==> src/rtl/register_file_2w2r.sv <==
// Dual-write, dual-read register file; entry 0 reads as zero.
// Optional write-to-read bypass and optional registered read outputs.
module register_file_2w2r #(
    parameter int DATA_W   = 8,
    parameter int ADDR_W   = 3,
    parameter int BYPASS   = 1,
    parameter int READ_REG = 0
) (
    input  logic              Clk,
    input  logic              Rst_n,
    input  logic              WEN_A,
    input  logic [ADDR_W-1:0] RW_A,
    input  logic [DATA_W-1:0] busW_A,
    input  logic              WEN_B,
    input  logic [ADDR_W-1:0] RW_B,
    input  logic [DATA_W-1:0] busW_B,
    input  logic [ADDR_W-1:0] RX,
    input  logic [ADDR_W-1:0] RY,
    output logic [DATA_W-1:0] busX,
    output logic [DATA_W-1:0] busY
);

    localparam int DEPTH = 2 ** ADDR_W;

    logic [DATA_W-1:0] mem [1:DEPTH-1];
    logic [DATA_W-1:0] src_x;
    logic [DATA_W-1:0] src_y;

    // Port B is applied last so it wins an address collision.
    always_ff @(posedge Clk or negedge Rst_n) begin
        if (!Rst_n) begin
            for (int i = 1; i < DEPTH; i++) begin
                mem[i] <= '0;
            end
        end else begin
            for (int i = 1; i < DEPTH; i++) begin
                if (WEN_B && RW_B == ADDR_W'(i)) begin
                    mem[i] <= busW_B;
                end else if (WEN_A && RW_A == ADDR_W'(i)) begin
                    mem[i] <= busW_A;
                end
            end
        end
    end

    function automatic logic [DATA_W-1:0] read_src(
        input logic [ADDR_W-1:0] a
    );
        logic [DATA_W-1:0] v;
        v = '0;
        for (int i = 1; i < DEPTH; i++) begin
            if (a == ADDR_W'(i)) begin
                v = mem[i];
            end
        end
        if (BYPASS != 0 && a != '0) begin
            if (WEN_B && RW_B == a) begin
                v = busW_B;
            end else if (WEN_A && RW_A == a) begin
                v = busW_A;
            end
        end
        return v;
    endfunction

    always_comb begin
        src_x = read_src(RX);
        src_y = read_src(RY);
    end

    if (READ_REG != 0) begin : g_reg
        logic [DATA_W-1:0] x_q;
        logic [DATA_W-1:0] y_q;

        always_ff @(posedge Clk or negedge Rst_n) begin
            if (!Rst_n) begin
                x_q <= '0;
                y_q <= '0;
            end else begin
                x_q <= src_x;
                y_q <= src_y;
            end
        end

        assign busX = x_q;
        assign busY = y_q;
    end else begin : g_comb
        assign busX = src_x;
        assign busY = src_y;
    end

endmodule

==> config.mk <==
export PLATFORM = sky130hd
export DESIGN_NAME = register_file_2w2r
export DESIGN_NICKNAME = d
export VERILOG_FILES = /design/src/rtl/register_file_2w2r.sv
export SDC_FILE = /design/constraint.sdc
export NUM_CORES = 1
export LEC_CHECK = 0
export BUFFER_PORTS_ARGS = -buffer_cell sky130_fd_sc_hd__clkbuf_2
export CORE_UTILIZATION = 55
export DETAILED_ROUTE_END_ITERATION = 10
export HOLD_SLACK_MARGIN = 0.1
export MAX_ROUTING_LAYER = met4
export PLACE_DENSITY = 0.74
export SKIP_LAST_GASP = 1
export SYNTH_ARGS = -nofsm -noshare
export SYNTH_HDL_FRONTEND = slang
export SYNTH_SLANG_ARGS = --single-unit
export TNS_END_PERCENT = 50
==> constraint.sdc <==
create_clock -name Clk -period 2.1 [get_ports Clk]
set_clock_uncertainty 0.15 [all_clocks]
set_input_delay 0.315 -clock Clk [delete_from_list [all_inputs] [get_ports Clk]]
set_output_delay 0.315 -clock Clk [all_outputs]
set_load 0.05 [all_outputs]
==> results by group <==
Min path
  • Start point of the worst hold path: busW_A[3]
  • Path category of the worst min-delay check: in -> reg
  • Number of cells on the worst hold path: 3

GRT
  • Largest net degree at the start of global routing: 21
  • Gr usage total: 41.1%
  • Number of global-route vias before repair: 4583
  • Antenna violations before repair: 0
  • First-pass GRT wire length: 25200 um
  • GRT overflow: 0

Worst setup path
  • Reg-to-reg endpoint: mem[48]
  • Worst R2R Setup Slack: 0.83 ns
  • Critical-path maximum fanout: 2
  • Critical Path End: busX[6]
  • Delay-heaviest family, CP: compound AO/OA/AOI/OAI gates
  • CP arrival: 1.97 ns
  • CP max-delay cell: dfrtp_1
  • Setup crit start kind: flop
  • Slowest Stage Delay on Critical Path: 0.42 ns
  • R2R cell count: 5
  • Reg-to-Reg Start: mem[48]
  • CP Data Required Time: 1.63 ns
  • Number of cells on the critical path: 6
  • Critical path origin: mem[14]
  • Count of buffering cells on the critical path with inverters included: 1
  • Cell-by-cell trace of the critical path: mux2_4, a221o_1, o221ai_2, a32oi_1, a21o_1, buf_12
  • Nature of the critical path endpoint: output pin
  • Kind of critical path: reg -> out

Timing
  • Max-slew violations: 0
  • Fin crit share: 116%
  • Relative slew slack: 63.9%
  • Worst-Margin Slew: 0.542 ns
  • Max Clock Freq: 410 MHz
  • Final Hold Violating Endpoints: 0
  • Number of endpoints failing setup at the final stage: 16
  • Final critical path time including I/O delays and setup: 2.44 ns
  • Post-route setup slack: -0.337 ns
  • Unrepaired setup endpoints after global routing: true

Finish
  • Registers with the most flip-flops: mem (56)
  • Largest register by flop count: mem
  • Fill cells: 559
  • Final design instance area without fill: 5860 um2
  • Share of layout cells above drive strength 1: 33.6%
  • Multi-input logic area: 2910 um2
  • Number of flip-flops under the largest register name: 56
  • Sequential cell area: 1400 um2
  • Diode count: 0
  • Number of nets in the finished design: 635
  • Growth of design area from synthesis to finish: 33.5%

Pwr
  • Power per cell area: 710 nW/um2
  • LEAKAGE: 2.66 nW
  • Worst voltage drop across the vdd grid: 0.492 mV
  • Overall power: 4.16 mW

Route
  • Total number of vias: 4576
  • Via density: 6.48
  • Routed WL: 15900 um
  • 1st-iter DRT viols: 435
  • Drc violations: 0
  • Number of iterations in the first detailed-routing pass: 5
  • Post-route antenna net violation count: 0
  • Routed wirelength normalized by instance count: 22.6 um

Die
  • Starting density of the core: 56.8%
  • Io pins: 48
  • Die ar.: 8340 um2
  • Horiz. Die Dim: 91.3 um
  • Floorplan row count: 32
  • Core box area: 7730 um2
  • Vert. Die Dim: 91.3 um

Synth
  • Count of mapped cells out of synthesis: 509
  • Dominant synthesized flop cell: dfrtp_1
  • Sequential cell area fraction in the yosys report: 31.9%
  • Yosys synthesis warning count: 0
  • Flip-flop and latch count after synthesis: 56
  • Cell area after synthesis: 4390 um2
  • Post-synthesis net count: 541
  • Post-synthesis async set-or-reset flop share: 100%
  • Syn avg cell area: 8.62 um2
  • Number of unique standard cell types used by synthesis: 51
  • Number of enable-type register cells in the synthesized netlist: 0

Clock network
  • Clk slew on worst S/H paths: 0.11 ns
  • TritonCTS clock tree: built
  • Root buffer cell: clkbuf_8
  • Insertion delay of the later-clocked pin in the worst-skew pair: 0.30 ns
  • Total number of H-tree levels: 2
  • Clk sink count: 56
  • Clock Tree Buf Depth: 2
  • Number of buffers inserted during clock tree synthesis: 5

Status
  • Violated checks: setup timing
  • Outcome: finished with violations

Flow run
  • Max-cap violations: 0

Place
  • Port buffer count: 47
  • Detailed placer's ending HPWL: 11600 um
  • Placer congestion estimate: 1.07
  • Placed inst area: 5470 um2
-- tightest hold or removal path: stages --
cell	delay [ns]
clkbuf_2	0.12
mux2i_1	0.13
a21oi_1	0.07
-- metal layers --
| layer | track usage, % | wire, um |
|---|---|---|
| met1 | 51.5 | 6280 |
| met2 | 64.1 | 7430 |
| met3 | 5.53 | 1310 |
| met4 | 23.3 | 918 |
| met5 | - | 0 |
-- layout make-up --
cell class                 instances  area share, %
clock buffer                       5           1.18
clock inverter                     3          0.726
inverter                           7          0.513
multi-input combinational        390           49.6
sequential                        56           23.9
tap                              102           2.18
timing repair buffer             143           21.9
-- synth_stat cells, types with 4 or more instances --
cell type,number,area share (%)
buf_2,21,2.4
o21a_1,4,0.68
mux4_2,4,2.1
a2bb2oi_1,5,1.0
nor2_1,48,4.1
nand2b_1,4,0.57
a22oi_1,6,1.0
nor2b_1,5,0.71
clkbuf_1,26,2.2
nand4_1,6,0.86
a221oi_1,7,1.4
o21ai_1,4,0.46
and4_1,4,0.80
xnor2_1,12,2.4
mux2_2,5,1.3
a21oi_1,48,5.5
o22ai_1,4,0.57
mux2i_1,78,18
buf_4,6,1.0
o221ai_1,6,1.2
inv_1,7,0.60
nand2_1,45,3.9
nand4b_1,6,1.2
dfrtp_1,56,32
o21ai_0,47,5.4
-- per-stage QoR --
stage | hold WS (ns) | setup TNS, ns | utilization, % | cells | setup slack (ns)
floorplan | -0.131 | -0.384 | - | 509 | -0.0874
global placement | 0.145 | -2.37 | 70.8 | 689 | -0.219
detailed placement | 0.165 | -3.03 | 70.8 | 689 | -0.321
CTS | 0.198 | -2.67 | 73.9 | 700 | -0.314
global route | 0.195 | -3.77 | 75.8 | 706 | -0.389
finish | 0.197 | -2.75 | 75.8 | 706 | -0.337
-- cells by family (layout without fill, tap and decap cells) --
logic type	count (synthesis)	count (layout)	share of synthesized area (%)
compound gates	157	157	22.3
xor+xnor	12	12	2.40
buf+inv	63	158	6.87
flops	56	56	31.9
mux	87	87	21.1
simple gates	134	134	15.3
-- worst min path at each step --
| stage | to | slack, ns |
|---|---|---|
| 2_1_floorplan | mem[0] | -0.13 |
| 3_3_place_gp | mem[36] | 0.14 |
| 3_5_place_dp | mem[4] | 0.17 |
| 4_1_cts | mem[3] | 0.20 |
| 5_1_grt | mem[3] | 0.19 |
| 6_report | mem[3] | 0.20 |
-- power by group --
part	leakage (nW)	total (mW)	switching, mW	internal [mW]
clock network	0.0541	0.729	0.375	0.354
logic	1.95	1.88	0.981	0.902
registers	0.656	1.54	0.228	1.32
-- cell usage in the layout (no fill, tap or decap), drive strengths merged, types with 2 or more instances in the layout --
cell type / instances
a21o: 3
a221o: 3
a32oi: 3
a2bb2oi: 5
nand4: 7
o21ai: 51
xnor2: 12
clkbuf: 35
o2bb2ai: 2
a22o: 2
nor4bb: 2
a21oi: 49
o22a: 2
inv: 6
a211oi: 2
clkinvlp: 2
o211ai: 3
nor2b: 5
o32a: 2
o22ai: 4
nand4b: 6
and3: 3
and4bb: 2
nor3: 4
nand2b: 4
dfrtp: 56
a22oi: 6
o221ai: 6
nand3: 2
mux4: 4
buf: 112
nor2: 48
and4: 4
nand2: 45
o21a: 4
a221oi: 7
mux2: 5
mux2i: 78
-- timing repair --
action / in CTS / in global routing
endpoints found under the setup margin: 16 / 16
hold buffers: 1 / 0
pin swaps: 10 / 10
buffers inserted: 3 / 6
endpoints found under the hold margin: 17 / 0
resized for setup: 23 / 33
Note: power is estimated with default switching activity, not from simulation.
